File: config.mk
export PLATFORM = sky130hd
export DESIGN_NAME = mant_div_seq
export DESIGN_NICKNAME = d
export VERILOG_FILES = /design/src/rtl/fpu_div_pkg.sv /design/src/rtl/div_pe_row.sv /design/src/rtl/mant_div_seq.sv
export SDC_FILE = /design/constraint.sdc
export NUM_CORES = 1
export LEC_CHECK = 0
export ABC_AREA = 1
export ABC_CLOCK_PERIOD_IN_PS = 22800
export CORE_UTILIZATION = 57
export CTS_CLUSTER_SIZE = 28
export DETAILED_ROUTE_END_ITERATION = 10
export GPL_TIMING_DRIVEN = 0
export PLACE_DENSITY_LB_ADDON = 0.15
export RECOVER_POWER = 100
export SLEW_MARGIN = 20
export SYNTH_ARGS = -nofsm -noshare
export SYNTH_HDL_FRONTEND = slang
export SYNTH_SLANG_ARGS = --single-unit
File: constraint.sdc
create_clock -name clk -period 22.8 [get_ports clk]
set_input_delay 4.56 -clock clk [delete_from_list [all_inputs] [get_ports clk]]
set_output_delay 4.56 -clock clk [all_outputs]
set_load 0.05 [all_outputs]
File: src/rtl/fpu_div_pkg.sv
// Shared types and sizing helpers for the FPU mantissa divide path.
package fpu_div_pkg;

    typedef enum logic [1:0] {
        StIdle,
        StCalc,
        StDone
    } div_state_t;

    localparam int unsigned DefWidth = 24;

    // Quotient width: integer bit, fraction bits, guard and round.
    function automatic int unsigned calc_qw(input int unsigned width);
        return width + 2;
    endfunction

endpackage

File: src/rtl/div_pe_row.sv
// One row of subtract/select PE cells: diff = a - b, res = sel ? diff : a.
module div_pe_row #(
    parameter int unsigned W = 25
) (
    input  logic [W-1:0] a,
    input  logic [W-1:0] b,
    input  logic         sel,
    output logic [W-1:0] res,
    output logic         cout
);

    logic [W-1:0] diff;
    logic [W:0]   carry;

    // Ripple chain of full-adder subtractors; carry-in of the LSB cell is 1.
    always_comb begin
        carry    = '0;
        diff     = '0;
        carry[0] = 1'b1;
        for (int i = 0; i < int'(W); i++) begin
            diff[i]      = a[i] ^ ~b[i] ^ carry[i];
            carry[i + 1] = (a[i] & ~b[i]) | (carry[i] & (a[i] ^ ~b[i]));
        end
    end

    assign cout = carry[W];
    assign res  = sel ? diff : a;

endmodule

File: src/rtl/mant_div_seq.sv
// Sequential restoring mantissa divider: one quotient bit per cycle through a shared PE row.
module mant_div_seq
    import fpu_div_pkg::*;
#(
    parameter int unsigned WIDTH = DefWidth,
    parameter int unsigned QW    = calc_qw(WIDTH)
) (
    input  logic             clk,
    input  logic             rst,
    input  logic             flush,
    input  logic             in_valid,
    output logic             in_ready,
    input  logic [WIDTH-1:0] dividend,
    input  logic [WIDTH-1:0] divisor,
    output logic             out_valid,
    input  logic             out_ready,
    output logic [QW-1:0]    quotient,
    output logic             sticky,
    output logic             dbz,
    output logic             busy
);

    localparam int unsigned RW   = WIDTH + 1;
    localparam int unsigned CntW = $clog2(QW);

    div_state_t      state_q;
    logic [RW-1:0]   r_q;
    logic [RW-1:0]   d_q;
    logic [CntW-1:0] cnt_q;
    logic [QW-1:0]   quot_q;
    logic            sticky_q;
    logic            dbz_q;

    logic [RW-1:0]   rem;
    logic            q_bit;

    div_pe_row #(
        .W (RW)
    ) u_pe_row (
        .a    (r_q),
        .b    (d_q),
        .sel  (q_bit),
        .res  (rem),
        .cout (q_bit)
    );

    always_ff @(posedge clk) begin
        if (rst) begin
            state_q  <= StIdle;
            r_q      <= '0;
            d_q      <= '0;
            cnt_q    <= '0;
            quot_q   <= '0;
            sticky_q <= 1'b0;
            dbz_q    <= 1'b0;
        end else if (flush) begin
            state_q <= StIdle;
            dbz_q   <= 1'b0;
        end else begin
            unique case (state_q)
                StIdle: begin
                    if (in_valid) begin
                        if (divisor != '0) begin
                            r_q     <= {1'b0, dividend};
                            d_q     <= {1'b0, divisor};
                            cnt_q   <= '0;
                            quot_q  <= '0;
                            state_q <= StCalc;
                        end else begin
                            quot_q   <= '1;
                            sticky_q <= 1'b0;
                            dbz_q    <= 1'b1;
                            state_q  <= StDone;
                        end
                    end
                end
                StCalc: begin
                    quot_q <= {quot_q[QW-2:0], q_bit};
                    // rem < D always, so dropping its MSB on the shift loses nothing.
                    r_q    <= {rem[RW-2:0], 1'b0};
                    if (cnt_q == CntW'(QW - 1)) begin
                        sticky_q <= |rem;
                        state_q  <= StDone;
                    end else begin
                        cnt_q <= cnt_q + 1'b1;
                    end
                end
                StDone: begin
                    if (out_ready) begin
                        state_q <= StIdle;
                        dbz_q   <= 1'b0;
                    end
                end
                default: state_q <= StIdle;
            endcase
        end
    end

    assign in_ready  = (state_q == StIdle);
    assign out_valid = (state_q == StDone);
    assign busy      = (state_q == StCalc);
    assign quotient  = quot_q;
    assign sticky    = sticky_q;
    assign dbz       = dbz_q;

endmodule

==> run summary <==
Detailed routing
* 299 — drt first-iter violations
* 0 — number of remaining DRC errors
* 0 — final antenna-violating net count
* 6 — iteration count of the initial detailed-routing pass
* 4522 — number of vias in the routed layout
* 5.46 — via density per instance
* 14.9 µm — WL/cell
* 12300 µm — overall routed net length

CTS
* 0 — buffers inserted by post-CTS timing repair
* sky130_fd_sc_hd__clkbuf_8 — clock tree root buffer cell
* done — clock tree from TritonCTS
* 84 — Sinks on Clock Net
* 0 — # hold bufs at CTS
* 0 — Resized cells post-CTS
* 9 — Num CTS Buffers
* 0.36 ns — worst skew pair latency
* 0.09 ns — clock slew at reported path FFs
* 3 — H-tree levels
* 2 — Bufs on Longest Clock Path

Cells and area
* 0 — final antenna diode count
* 800 — nets
* 0.0427 — share of final-layout standard cells stronger than drive strength 1
* 25.7% — P&R area growth vs syn
* sky130_fd_sc_hd__nand2_1 — commonest non-fill, non-tap cell in the layout
* 145 x sky130_fd_sc_hd__nand2_1, 89 x sky130_fd_sc_hd__o21ai_0, 86 x sky130_fd_sc_hd__a21oi_1, 84 x sky130_fd_sc_hd__dfxtp_1, 74 x sky130_fd_sc_hd__inv_1 — most frequent cells in the layout
* 828 — Non-Filler Instances

Timing
* false — unrepaired setup endpoints after global routing
* 0 — Max Slew Vio Count
* 0.498 — portion of the clock cycle consumed by the worst path in the final layout
* 0 — Hold Vio Cnt, Final
* 0 ns — Setup Total Neg Slack
* 0.438 — Max-Slew Margin vs Limit
* 11.35 ns — final critical path time including I/O delays and setup
* 0.00599 ns — setup clock skew after layout
* 88.1 MHz — Max Clk Rate
* 0.841 ns — slew at the pin closest to its max-slew limit
* 0 — Setup Viol. Count Final

Worst setup path
* adder cells — family with the most delay on the worst path
* sky130_fd_sc_hd__clkbuf_1 — cell type of the slowest stage on the worst timing path
* sky130_fd_sc_hd__fa_1 — cell mode on critical path
* 7 — Buf+Inv Stages, Crit Path
* 0.49 ns — CP max stage delay
* 11.60 ns — arrival time at the worst endpoint
* flip-flop — crit start category
* flip-flop — capturing element type of the critical path
* reg2reg — critical path class
* 23.04 ns — critical path data required time
* 10 — highest fanout seen on the critical path

Die
* 90.8 µm — Chip Height
* 84 — IO Count
* 8240 µm² — full die area
* 0.584 — initial core utilization
* 90.8 µm — DIE WIDTH
* 32 — Site Rows
* 7690 µm² — CORE AREA

Global route
* 16 — pin count of the biggest net entering global routing
* 4424 — vias in the first global route
* 0 — initial antenna violation count
* 0.307 — global-route usage over all layers
* 0 — GRT Residual Overflow
* 20100 µm — wire length of the first global-routing pass

Yosys
* 707 — Syn Nets
* 628 — Mapped Cells
* 4490 µm² — synthesized area
* 84 — Synth Register Bits
* 24 — number of distinct library cells after synthesis
* sky130_fd_sc_hd__dfxtp_1 — post-synthesis cell type with the largest combined area
* sky130_fd_sc_hd__dfxtp_1 37%, sky130_fd_sc_hd__nand2_1 12%, sky130_fd_sc_hd__fa_1 10%, sky130_fd_sc_hd__a21oi_1 9.6%, sky130_fd_sc_hd__o21ai_0 9.6% — largest cells by area after synthesis
* 0 — yosys synthesis warning count
* 0.374 — portion of the post-synthesis area used by sequential elements
* 0.374 — Yosys top cell area share
* 7.15 µm² — Mean Syn Cell Area

Run status
* finished clean — run status

Power and ir drop
* 2.41 nW — leakage power
* 75.9 nW/µm² — power per cell area
* 0.0434 mV — maximum VDD drop

Placed design
* 0.847 — routability congestion estimate
* 82 — PortBufs
* 812 — number of cells in the design after placement
* 8900 µm — DPL Wire Length

Run
* 0 — number of maximum-capacitance constraint violations

Hold path
* reg2reg — Worst Hold Class

[through the flow]
step                      hold WS [ns]  area [µm²]  utilization  power (mW)  worst slack [ns]
after global placement           0.437        5440        0.708       0.293             12.24
after global routing             0.490        5640        0.734       0.452             11.08
final                            0.459        5640        0.734       0.428             11.45
after CTS                        0.458        5690        0.740       0.430             11.96
after floorplan                  0.427        4490            -       0.256             12.98
after detailed placement         0.445        5440        0.708       0.299             12.08
[Yosys cell counts]
cell type / n
sky130_fd_sc_hd__xor2_1: 3
sky130_fd_sc_hd__nand4_2: 1
sky130_fd_sc_hd__nand2_1: 145
sky130_fd_sc_hd__inv_2: 6
sky130_fd_sc_hd__dfxtp_1: 84
sky130_fd_sc_hd__clkbuf_1: 17
sky130_fd_sc_hd__or2_1: 1
sky130_fd_sc_hd__ha_1: 3
sky130_fd_sc_hd__buf_6: 4
sky130_fd_sc_hd__o31ai_1: 1
sky130_fd_sc_hd__nor2_2: 1
sky130_fd_sc_hd__o21ai_0: 86
sky130_fd_sc_hd__nand4_1: 2
sky130_fd_sc_hd__o21ai_1: 8
sky130_fd_sc_hd__nand3_1: 27
sky130_fd_sc_hd__buf_2: 10
sky130_fd_sc_hd__buf_1: 2
sky130_fd_sc_hd__nor2_1: 38
sky130_fd_sc_hd__buf_4: 4
sky130_fd_sc_hd__fa_1: 23
sky130_fd_sc_hd__inv_1: 73
sky130_fd_sc_hd__nand3_2: 2
sky130_fd_sc_hd__a21oi_1: 86
sky130_fd_sc_hd__nor3_1: 1
[path summary, 6_finish.rpt]
| path | start | slack (ns) | endpoint | cells after the start |
|---|---|---|---|---|
| worst max-delay path | r_q[0] | 11.45 | sticky | 39 |
| worst min-delay path | d_q[0] | 0.46 | d_q[0] | 2 |
| worst max register to register | r_q[0] | 11.45 | sticky | 39 |
| worst min register to register | d_q[0] | 0.46 | d_q[0] | 2 |
[layout make-up]
cell class / instances / area [µm²]
multi-input combinational: 428 / 2300
fill: 640 / 2040
sequential: 84 / 1680
timing repair buffer: 82 / 821
inverter: 79 / 297
buffer: 37 / 166
tap: 102 / 128
clock buffer: 9 / 124
clock inverter: 7 / 124
[power breakdown]
part	internal (mW)	leakage (nW)	total (mW)	switching, mW
Sequential	0.158	0.691	0.164	0.00679
Clock	0.0735	0.120	0.133	0.0591
Combinational	0.0475	1.60	0.131	0.0839
Total	0.278	2.41	0.428	0.150
[routing by layer]
metal	vias up	GRT usage	share of wire
li1	2194	-	-
met1	2106	0.371	0.42
met2	189	0.525	0.49
met3	33	0.0572	0.068
met4	0	0.147	0.026
met5	-	0	0
[flip-flops by register name (all words and copies together), names as in the netlist]
| signal | flops |
|---|---|
| state_q | 2 |
| cnt_q | 5 |
| d_q | 24 |
| quotient | 26 |
| dbz | 1 |
| r_q | 25 |
| sticky | 1 |
[logic make-up after synthesis]
group / after synthesis / synth area share
AND/OR/NAND/NOR: 218 / 0.197
AO/OA/AOI/OAI: 181 / 0.202
buffers and inverters: 116 / 0.110
flip-flops: 84 / 0.374
adder cells (fa/ha/maj): 26 / 0.111
XOR/XNOR: 3 / 0.00585
[worst register-to-register path: cells and delay by family, from the launching register on]
family                     cells  cell delay [ns]
and+or+nand+nor                6             0.86
DFF                            1             0.36
adders and majority gates     24             8.67
AOI/OAI and AO/OA              2             0.27
buffers and inverters          7             1.05
Note: power is estimated with default switching activity, not from simulation.
